===== src/rtl/usb_rx_nrzi.sv =====
// usb_rx_nrzi: receive-side USB line decoder.
// Takes the line receiver's J/K level each clock, NRZI-decodes it, locks onto
// SYNC, strips stuffed zeros and delivers framed serial data bits to the
// packet parser, with start/end strobes.
//
// Optional feature macro: USB_RX_ERR_EN
//   defined   -> stuff_err / align_err are live; a stuff violation drops the packet.
//   undefined -> both error outputs stay 0; a stuff violation bit is discarded
//                like a stuffed 0 and the packet carries on.
//
// state      | meaning
// -----------+-------------------------------------------------------------
// S_IDLE     | line quiet, prev_lvl held at J, waiting for first level
// S_SYNC     | counting decoded zeros until the SYNC-terminating 1
// S_DATA     | delivering unstuffed data bits
// S_DROP     | bad SYNC or stuff violation; ignore line until EOP
// S_EOP_WAIT | EOP on the line; wait for it to clear before going idle

module usb_rx_nrzi #(
    parameter int SYNC_ZEROS = 6,
    parameter int STUFF_LEN  = 6
) (
    input  logic clk,
    input  logic rst,
    input  logic in_bit,
    input  logic in_valid,
    input  logic in_eop,
    output logic data_bit,
    output logic data_valid,
    output logic pkt_start,
    output logic pkt_end,
    output logic stuff_err,
    output logic align_err,
    output logic busy
);

    localparam int              OW        = $clog2(STUFF_LEN + 1);
    localparam logic [2:0]      SYNC_MIN  = 3'(SYNC_ZEROS);
    localparam logic [OW-1:0]   STUFF_MAX = OW'(STUFF_LEN);

    typedef enum logic [2:0] {
        S_IDLE,
        S_SYNC,
        S_DATA,
        S_DROP,
        S_EOP_WAIT
    } state_t;

    state_t        state, state_nx;
    logic          prev_lvl, prev_nx;
    logic [2:0]    zcnt, zcnt_nx;
    logic [OW-1:0] ones, ones_nx;
    logic [2:0]    bcnt, bcnt_nx;
    logic          started, started_nx;

    logic dv_nx, db_nx, ps_nx, pe_nx, se_nx, ae_nx;

    logic take_bit;
    logic dec;

    // in_eop always wins over in_valid; decoded 1 means no level transition.
    assign take_bit = in_valid & ~in_eop;
    assign dec      = (in_bit == prev_lvl);

    // State, counters and registered outputs.
    always_ff @(posedge clk or posedge rst) begin
        if (rst) begin
            state      <= S_IDLE;
            prev_lvl   <= 1'b1;
            zcnt       <= '0;
            ones       <= '0;
            bcnt       <= '0;
            started    <= 1'b0;
            data_bit   <= 1'b0;
            data_valid <= 1'b0;
            pkt_start  <= 1'b0;
            pkt_end    <= 1'b0;
            stuff_err  <= 1'b0;
            align_err  <= 1'b0;
            busy       <= 1'b0;
        end else begin
            state      <= state_nx;
            prev_lvl   <= prev_nx;
            zcnt       <= zcnt_nx;
            ones       <= ones_nx;
            bcnt       <= bcnt_nx;
            started    <= started_nx;
            data_bit   <= db_nx;
            data_valid <= dv_nx;
            pkt_start  <= ps_nx;
            pkt_end    <= pe_nx;
            stuff_err  <= se_nx;
            align_err  <= ae_nx;
            busy       <= (state_nx != S_IDLE);
        end
    end

    // Next-state, counter updates and output strobes.
    always_comb begin
        state_nx   = state;
        prev_nx    = prev_lvl;
        zcnt_nx    = zcnt;
        ones_nx    = ones;
        bcnt_nx    = bcnt;
        started_nx = started;
        dv_nx      = 1'b0;
        db_nx      = 1'b0;
        ps_nx      = 1'b0;
        pe_nx      = 1'b0;
        se_nx      = 1'b0;
        ae_nx      = 1'b0;

        if (take_bit) begin
            prev_nx = in_bit;
        end

        case (state)
            S_IDLE: begin
                if (in_eop) begin
                    state_nx = S_EOP_WAIT;
                end else if (in_valid) begin
                    // The opening level already counts toward SYNC.
                    state_nx = S_SYNC;
                    zcnt_nx  = dec ? 3'd0 : 3'd1;
                end
            end

            S_SYNC: begin
                if (in_eop) begin
                    state_nx = S_EOP_WAIT;
                end else if (in_valid) begin
                    if (!dec) begin
                        zcnt_nx = (zcnt == 3'd7) ? 3'd7 : zcnt + 3'd1;
                    end else if (zcnt >= SYNC_MIN) begin
                        // SYNC's trailing 1 is the first of a possible stuff run.
                        state_nx   = S_DATA;
                        ones_nx    = OW'(1);
                        bcnt_nx    = 3'd0;
                        started_nx = 1'b0;
                    end else begin
                        state_nx = S_DROP;
                    end
                end
            end

            S_DATA: begin
                if (in_eop) begin
                    state_nx = S_EOP_WAIT;
                    pe_nx    = 1'b1;
`ifdef USB_RX_ERR_EN
                    ae_nx    = (bcnt != 3'd0);
`endif
                end else if (in_valid) begin
                    if (ones == STUFF_MAX) begin
                        // Stuffed position: the bit is never delivered.
                        ones_nx = '0;
`ifdef USB_RX_ERR_EN
                        if (dec) begin
                            se_nx    = 1'b1;
                            state_nx = S_DROP;
                        end
`endif
                    end else begin
                        dv_nx      = 1'b1;
                        db_nx      = dec;
                        ps_nx      = ~started;
                        started_nx = 1'b1;
                        bcnt_nx    = bcnt + 3'd1;
                        ones_nx    = dec ? ones + OW'(1) : '0;
                    end
                end
            end

            S_DROP: begin
                if (in_eop) begin
                    state_nx = S_EOP_WAIT;
                end
            end

            S_EOP_WAIT: begin
                if (!in_eop) begin
                    state_nx = S_IDLE;
                end
            end

            default: begin
                state_nx = S_IDLE;
            end
        endcase

        // Every return to idle re-arms the decoder for a fresh packet.
        if (state_nx == S_IDLE) begin
            prev_nx = 1'b1;
            zcnt_nx = '0;
            ones_nx = '0;
            bcnt_nx = '0;
        end
    end

endmodule


===== config.mk =====
export PLATFORM = sky130hd
export DESIGN_NAME = usb_rx_nrzi
export DESIGN_NICKNAME = d
export VERILOG_FILES = /design/src/rtl/usb_rx_nrzi.sv
export SDC_FILE = /design/constraint.sdc
export NUM_CORES = 1
export LEC_CHECK = 0
export CORE_ASPECT_RATIO = 0.9
export CORE_MARGIN = 4
export CORE_UTILIZATION = 52
export CTS_CLUSTER_DIAMETER = 40
export DETAILED_ROUTE_END_ITERATION = 8
export GPL_TIMING_DRIVEN = 0
export PLACE_DENSITY = 0.77
export SLEW_MARGIN = 20
export SYNTH_ARGS = -nofsm -noshare
export SYNTH_HDL_FRONTEND = slang
export SYNTH_SLANG_ARGS = --single-unit

===== constraint.sdc =====
create_clock -name clk -period 1.7 [get_ports clk]
set_clock_uncertainty 0.05 [all_clocks]
set_input_delay 0.34 -clock clk [delete_from_list [all_inputs] [get_ports clk]]
set_output_delay 0.34 -clock clk [all_outputs]
set_load 0.02 [all_outputs]

==> metrics.log, run 1 <==
INFO  metric synth_cell_type_count = 35
INFO  metric cp-start-kind = register
INFO  metric htreeDepth = 1
INFO  metric worst-endpoint-arrival = 1830 ps
INFO  metric violations_in_the_final_reports = negative setup slack
INFO  metric crit_path_cell_trace = or2_4 -> nor4_2 -> nand4b_4 -> mux2_2
INFO  metric seq_area_frac_synth = 45.08%
INFO  metric run_status = finished with violations
INFO  metric gp_routability_congestion = 0.7435
INFO  metric layout.cell_area.non_filler = 1072 um^2
INFO  metric hpwl = 1162 um
INFO  metric drt_drc_violations_left = 0
INFO  metric ys_dominant_reg_cell = sky130_fd_sc_hd__dfrtp_1
INFO  metric largest_net_degree_at_the_start_of_global_routing = 17
INFO  metric post_synth_and_or_nand_nor_area_fraction = 21.63%
INFO  metric finalMaxSlewViolations = 0
INFO  metric muxShareOfSynthArea = 3.652%
INFO  metric grt.overflow.total = 0
INFO  metric grt_util_all_layers = 15.78%
INFO  metric netlist_instances = 90
INFO  metric clock_insertion_delay_at_the_later_pin_of_the_skew_report = 290 ps
INFO  metric placed_cell_area = 1002 um^2
INFO  metric intPower = 561.6 uW
INFO  metric wire_per_inst = 12.91 um
INFO  metric timing.critical_path.slowest_stage_cell = sky130_fd_sc_hd__dfrtp_2
INFO  metric synthXorXnorAreaFrac = 2.809%
INFO  metric num_io_pins = 12
INFO  metric synth_top_family_by_area = simple AND/OR/NAND/NOR gates
INFO  metric ir_drop = 0.6455 mV
INFO  metric maxClockFrequency = 586.2 MHz
INFO  metric vias_in_the_first_global_route = 649
INFO  metric critPathRequiredTime = 1830 ps
INFO  metric critPathKind = reg -> reg
INFO  metric max_stage_delay = 460 ps
INFO  metric initial_utilization = 58.27%
INFO  metric route.detailed.vias_per_inst = 5.333
INFO  metric drt_first_pass_iters = 4
INFO  metric min_path_type = in -> async
INFO  metric p_leak = 0.5017 nW
INFO  metric async_reset_ff_share = 100.0%
INFO  metric std_cell_rows = 13
INFO  metric cellPowerDensity = 728.0 nW/um^2
INFO  metric timing.final.ws_setup = -5.890 ps
INFO  metric tritoncts = built
INFO  metric drt-total-wl = 1666 um
INFO  metric final_nets = 117
INFO  metric clk_pin_slew = 90 ps
INFO  metric drv_cap = 0
INFO  metric syn-mean-instance-area = 9.898 um^2
INFO  metric cts_sinks = 16
INFO  metric max_slew.worst_pin.slew = 601.7 ps
INFO  metric yosys_warnings = 0
INFO  metric post_synth_instance_area = 890.9 um^2
INFO  metric synthAdderAreaFrac = 5.618%
INFO  metric total_power = 780.6 uW
INFO  metric crit_path_end_kind = register
INFO  metric grt_setup_unrepaired = yes
INFO  metric worstPathMaxFanout = 7
INFO  metric share_clk_of_total_power = 26.5%
INFO  metric slew_headroom = 59.84%
INFO  metric final_antenna_net_count = 0
INFO  metric synth.ff_latch_count = 16
INFO  metric total_via_count_in_the_routed_design = 688
INFO  metric io_buffers = 8
INFO  metric final-hold-violation-count = 0
INFO  metric syn2layout_area_growth = 20.37%
INFO  metric die_area = 2440 um^2
INFO  metric clockRootBuffer = sky130_fd_sc_hd__clkbuf_4
INFO  metric share_of_the_synthesized_area_in_compound_gates_ao_oa_aoi_oai = 14.33%
INFO  metric drt-initial-drc-count = 12
INFO  metric total_switching_power = 219.1 uW
INFO  metric floorplan.core_area = 1529 um^2
INFO  metric die-height = 47.27 um
INFO  metric setup-violations-final = 1
INFO  metric synth_enable_flop_cells = 0
INFO  metric hold-worst-slack = 362.7 ps
INFO  metric grt_antenna_before_repair = 0
INFO  metric time_the_worst_path_needs_with_i_o_delays_and_setup = 1706 ps
INFO  metric die_w = 51.63 um
INFO  metric cts-buffers-inserted = 3
INFO  metric power_frac_comb = 19.6%
INFO  metric switching_share = 28.06%
INFO  metric layout-drive-gt1-share = 24.30%
INFO  metric power.share.sequential = 53.8%
INFO  metric fin_crit_sh = 100.3%
INFO  metric grt_first_pass_wirelength = 2739 um
INFO  metric antennaDiodeCount = 0
INFO  metric clock_tree.buffer_depth = 2
## cell usage in the layout (no fill, tap or decap), types with 2 or more instances in the layout
cell | synthesis | final
sky130_fd_sc_hd__dfrtp_1 | 15 | 14
sky130_fd_sc_hd__nand2_1 | 10 | 10
sky130_fd_sc_hd__o21ai_0 | 9 | 8
sky130_fd_sc_hd__buf_4 | 3 | 7
sky130_fd_sc_hd__nor2_1 | 6 | 6
sky130_fd_sc_hd__clkdlybuf4s50_1 | 0 | 6
sky130_fd_sc_hd__inv_1 | 5 | 5
sky130_fd_sc_hd__nor3_1 | 4 | 4
sky130_fd_sc_hd__a21oi_1 | 4 | 4
sky130_fd_sc_hd__ha_1 | 4 | 4
sky130_fd_sc_hd__clkbuf_4 | 0 | 3
sky130_fd_sc_hd__and2_2 | 2 | 2
sky130_fd_sc_hd__o21ai_2 | 1 | 2
sky130_fd_sc_hd__nand3_1 | 2 | 2
sky130_fd_sc_hd__mux2_2 | 2 | 2
sky130_fd_sc_hd__conb_1 | 1 | 2
sky130_fd_sc_hd__dlygate4sd2_1 | 0 | 2
## cell families (layout without fill, tap and decap cells)
| kind of cell | Yosys count | after routing |
|---|---|---|
| AND/OR/NAND/NOR | 33 | 33 |
| adder cells (fa/ha/maj) | 4 | 4 |
| multiplexers | 3 | 3 |
| flip-flops | 16 | 16 |
| buffers and inverters | 10 | 26 |
| other | 1 | 2 |
| XOR/XNOR | 2 | 2 |
| AO/OA/AOI/OAI | 21 | 21 |
## per-stage QoR
step,instances,util (%),TNS [ps],setup WS (ps)
finish,129,70.13,-5.890,-5.890
global route,129,70.13,-38.09,-34.20
global placement,121,65.55,-2026,-467.7
detailed placement,121,65.55,-2081,-481.5
floorplan,91,-,0,86.68
CTS,126,67.68,0,13.45
## power groups by stage
stage	combinational (mW)	sequential (mW)	clock [mW]
final	0.153	0.420	0.207
after global routing	0.172	0.423	0.234
after CTS	0.143	0.420	0.218
after detailed placement	0.139	0.427	0
after global placement	0.137	0.426	0
after floorplan	0.101	0.427	0
## what timing repair did
| item | CTS | global route |
|---|---|---|
| hold buffers | 0 | 0 |
| gates cloned | 0 | 0 |
| setup buffers | 1 | 3 |
| endpoints found under the setup margin | 3 | 4 |
| pin swaps | 2 | 1 |
| resized for setup | 3 | 4 |
## cells in the mapped netlist, types with 2 or more instances
master	instances	area, um^2
sky130_fd_sc_hd__nand3_1	2	10.01
sky130_fd_sc_hd__a21oi_1	4	20.02
sky130_fd_sc_hd__mux2_2	2	22.52
sky130_fd_sc_hd__nand2_1	10	37.54
sky130_fd_sc_hd__o21ai_0	9	45.04
sky130_fd_sc_hd__inv_1	5	18.77
sky130_fd_sc_hd__nor3b_1	2	15.01
sky130_fd_sc_hd__ha_1	4	50.05
sky130_fd_sc_hd__nor3_1	4	20.02
sky130_fd_sc_hd__and2_2	2	15.01
sky130_fd_sc_hd__buf_4	3	22.52
sky130_fd_sc_hd__dfrtp_1	15	375.4
sky130_fd_sc_hd__nor2_1	6	22.52
## final timing paths
path | startpoint | endpoint | slack (ps) | cells past startpoint
worst max-delay path | state[1] | ones[1] | -6 | 4
worst min-delay path | rst | pkt_end | 360 | 2
worst max register to register | state[1] | ones[1] | -6 | 4
worst min register to register | started | pkt_start | 390 | 1
max in group asynchronous | rst | state[1] | 810 | 2
min in group clk | started | pkt_start | 390 | 1
## layout make-up
| cell class | count | area [um^2] |
|---|---|---|
| buffer | 5 | 38.79 |
| clock buffer | 4 | 26.28 |
| fill | 129 | 456.7 |
| inverter | 5 | 18.77 |
| multi-input combinational | 65 | 450.4 |
| sequential | 16 | 402.9 |
| tap | 22 | 27.53 |
| timing repair buffer | 12 | 107.6 |
## routing by layer
| layer | GRT usage (%) | wire length (um) |
|---|---|---|
| met1 | 17.50 | 699 |
| met2 | 28.17 | 867 |
| met3 | 5.714 | 83 |
| met4 | 6.283 | 16 |
| met5 | 0 | 0 |
## flip-flops by register name, summed over array words and instances (netlist names)
| signal | cells |
|---|---|
| data_valid | 1 |
| started | 1 |
| pkt_end | 1 |
| prev_lvl | 1 |
| ones | 3 |
| state | 3 |
| pkt_start | 1 |
| zcnt | 3 |
| data_bit | 1 |
| busy | 1 |
## critical path, delay by kind of cell, from the launching register on
kind             cells  cell delay, ps
AND/OR/NAND/NOR      3             760
flip-flops           1             460
multiplexers         1             340
(Power assumes the default switching activity.)
==> run 2, diff against run 1 <==
- GPL_ROUTABILITY_DRIVEN: default -> 0
==> results of run 2 <==
Same layout as run 1: the final DEF is identical, and so are final timing and power.
==> run 3, diff against run 2 <==
- PLACE_DENSITY: 0.77 -> default
- PLACE_DENSITY_LB_ADDON: default -> 0.2
==> run 3 against run 2 <==
Effect of this change:
- the flow now finishes without violations
- critical path depth unchanged
- setup slack improved by 36 ps
- largest power group unchanged
- highest routed layer unchanged
- clock-buffer cell count unchanged
- critical endpoint unchanged
- die area unchanged
- critical path type unchanged
- core utilization increased by 5.3 points
==> metrics.log, run 3 (synthesis gave the netlist of run 1 again) <==
INFO  metric run_status = finished, final reports clean
INFO  metric cellPowerDensity = 744.9 nW/um^2 (+2.3%)
INFO  metric crit_path_end_kind = register
INFO  metric worst_r2r_endpoint = ones[1]
INFO  metric worst-path-buf-inv = 0 (unchanged)
INFO  metric max_slew.worst_pin.slew = 595.4 ps (-6.318 ps)
INFO  metric time_the_worst_path_needs_with_i_o_delays_and_setup = 1669 ps (-36.42 ps)
INFO  metric max_stage_delay = 450 ps (about the same)
INFO  metric wire_per_inst = 14.40 um (+11%)
INFO  metric grt_setup_unrepaired = yes
INFO  metric share_clk_of_total_power = 29.9% (+3.4 points)
INFO  metric total_via_count_in_the_routed_design = 731 (+6.3%)
INFO  metric cts_sinks = 16 (unchanged)
INFO  metric tritoncts = built
INFO  metric cts-buffers-inserted = 3 (unchanged)
INFO  metric p_leak = 0.5465 nW (+8.9%)
INFO  metric slew_headroom = 60.26% (+0.42 points)
INFO  metric fin_crit_sh = 98.20% (-2.1 points)
INFO  metric syn2layout_area_growth = 29.49%
INFO  metric finalMaxSlewViolations = 0 (unchanged)
INFO  metric clock_tree.buffer_depth = 2 (unchanged)
INFO  metric final_nets = 121 (+3.4%)
INFO  metric total_switching_power = 242.6 uW (+11%)
INFO  metric setup-violations-final = 0 (-1)
INFO  metric die_area = 2440 um^2 (unchanged)
INFO  metric num_io_pins = 12 (unchanged)
INFO  metric min_path_type = in -> async
INFO  metric die-height = 47.27 um (unchanged)
INFO  metric drt-total-wl = 1915 um (+15%)
INFO  metric final_cells = 133 (+3.1%)
INFO  metric largest_net_degree_at_the_start_of_global_routing = 17 (unchanged)
INFO  metric timing.final.ws_setup = 30.53 ps (+36.42 ps)
INFO  metric worst-endpoint-arrival = 1810 ps (-20 ps)
INFO  metric grt_util_all_layers = 17.29% (+1.5 points)
INFO  metric hold-worst-slack = 365.3 ps (+2.547 ps)
INFO  metric largestRegisters = ones x3, state x3, zcnt x3
INFO  metric timing.critical_path.slowest_stage_cell = sky130_fd_sc_hd__dfrtp_2
INFO  metric critPathKind = reg -> reg
INFO  metric grt_antenna_before_repair = 0 (unchanged)
INFO  metric hpwl = 1183 um (+1.8%)
INFO  metric initial_utilization = 58.27% (unchanged)
INFO  metric worst-r2r-cell-count = 4 (unchanged)
INFO  metric cp-start-kind = register
INFO  metric clk_pin_slew = 90 ps (about the same)
INFO  metric io_buffers = 8 (unchanged)
INFO  metric drt-initial-drc-count = 33 (+21)
INFO  metric drt_drc_violations_left = 0 (unchanged)
INFO  metric fillCellCount = 111 (-14%)
INFO  metric maxClockFrequency = 599.0 MHz (+2.2%)
INFO  metric worstPathMaxFanout = 6 (-1)
INFO  metric final-hold-violation-count = 0 (unchanged)
INFO  metric critPathRequiredTime = 1840 ps (about the same)
INFO  metric power_frac_comb = 21.2% (+1.6 points)
INFO  metric route.detailed.vias_per_inst = 5.496 (+3.1%)
INFO  metric std_cell_rows = 13 (unchanged)
INFO  metric grt.overflow.total = 0 (unchanged)
INFO  metric floorplan.core_area = 1529 um^2 (unchanged)
INFO  metric worst_path_dominant_cell_family = simple AND/OR/NAND/NOR gates
INFO  metric reg2reg_setup_slack = 30 ps (+40 ps)
INFO  metric final_antenna_net_count = 0 (unchanged)
INFO  metric die_w = 51.63 um (unchanged)
INFO  metric power.share.sequential = 49.0% (-4.8 points)
INFO  metric cp_num_cells = 4 (unchanged)
INFO  metric worst_r2r_startpoint = state[1]
INFO  metric most_common_library_cell_in_the_layout_ignoring_fill_and_taps = sky130_fd_sc_hd__dfrtp_1
INFO  metric cp-endpoint = ones[1]
INFO  metric switching_share = 28.23% (+0.17 points)
INFO  metric drt_first_pass_iters = 4 (unchanged)
INFO  metric intPower = 616.7 uW (+9.8%)
INFO  metric final_tns_setup = 0 ps (+5.890 ps)
INFO  metric htreeDepth = 1 (unchanged)
INFO  metric clockRootBuffer = sky130_fd_sc_hd__clkbuf_4
INFO  metric ir_drop = 0.5728 mV (-11%)
INFO  metric layout-drive-gt1-share = 28.83% (+4.5 points)
INFO  metric place_worst_setup_slack = -452.2 ps (+29.30 ps)
INFO  metric drv_cap = 0 (unchanged)
INFO  metric numPlacedInstances = 121 (unchanged)
INFO  metric setup.worst_path.start = state[1]
INFO  metric clock_insertion_delay_at_the_later_pin_of_the_skew_report = 290 ps (about the same)
INFO  metric grt_first_pass_wirelength = 2960 um (+8.1%)
INFO  metric most-common-layout-cells = 14 x sky130_fd_sc_hd__dfrtp_1, 11 x sky130_fd_sc_hd__buf_4, 10 x sky130_fd_sc_hd__nand2_1
INFO  metric antennaDiodeCount = 0 (unchanged)
INFO  metric vias_in_the_first_global_route = 672 (+3.5%)
INFO  metric crit_path_cell_trace = or2_4 -> or3_4 -> nand4b_4 -> mux2_4
==> run 3: timing repair <==
action / in CTS / in global routing
endpoints found under the hold margin: 0 / 0
resized for setup: 5 / 8
pin swaps: 2 / 5
endpoints found under the setup margin: 3 / 4
buffers inserted: 2 / 7
hold buffers: 0 / 0
cloned: 0 / 0
==> run 3: final cells by class <==
class	count	area [um^2]	area share, %
Inverter	5	18.77	1.627
Buffer	5	38.79	3.362
Multi-Input combinational cell	65	488.0	42.30
Timing Repair Buffer	16	141.4	12.26
Tap cell	22	27.53	2.386
Sequential cell	16	402.9	34.92
Clock buffer	4	36.28	3.145
==> run 3: worst min-delay path by stage <==
stage	startpoint	end	slack [ps]
floorplan	rst	busy	200
global placement	started	pkt_start	380
detailed placement	started	pkt_start	380
CTS	rst	started	390
global route	rst	pkt_end	410
finish	rst	started	370
==> run 3: metrics by stage <==
stage	power, mW	util, %	instance area [um^2]
6_report	0.8593	75.45	1154
5_1_grt	0.9095	75.45	1154
4_1_cts	0.8329	69.48	1062
3_5_place_dp	0.5661	65.55	1002
3_3_place_gp	0.5631	65.55	1002
2_1_floorplan	0.5280	-	894.6
==> run 3: worst register-to-register path, stage by stage, from the launching register on <==
cell,delay (ps)
sky130_fd_sc_hd__dfrtp_2,450
sky130_fd_sc_hd__or2_4,280
sky130_fd_sc_hd__or3_4,340
sky130_fd_sc_hd__nand4b_4,130
sky130_fd_sc_hd__mux2_4,310
==> run 3: power groups by stage <==
| stage | Clock [mW] | Sequential [mW] | Combinational [mW] |
|---|---|---|---|
| 2_1_floorplan | 0 | 0.427 | 0.101 |
| 3_3_place_gp | 0 | 0.427 | 0.137 |
| 3_5_place_dp | 0 | 0.428 | 0.139 |
| 4_1_cts | 0.263 | 0.421 | 0.149 |
| 5_1_grt | 0.286 | 0.424 | 0.199 |
| 6_report | 0.257 | 0.421 | 0.182 |
==> run 3: layer usage <==
metal | vias up | part of all wire (%) | global-route usage, %
met2 | 21 | 48 | 26.90
li1 | 353 | - | -
met4 | 0 | 1.4 | 9.424
met1 | 352 | 45 | 21.43
met5 | - | 0 | 0
met3 | 5 | 5.4 | 6.032
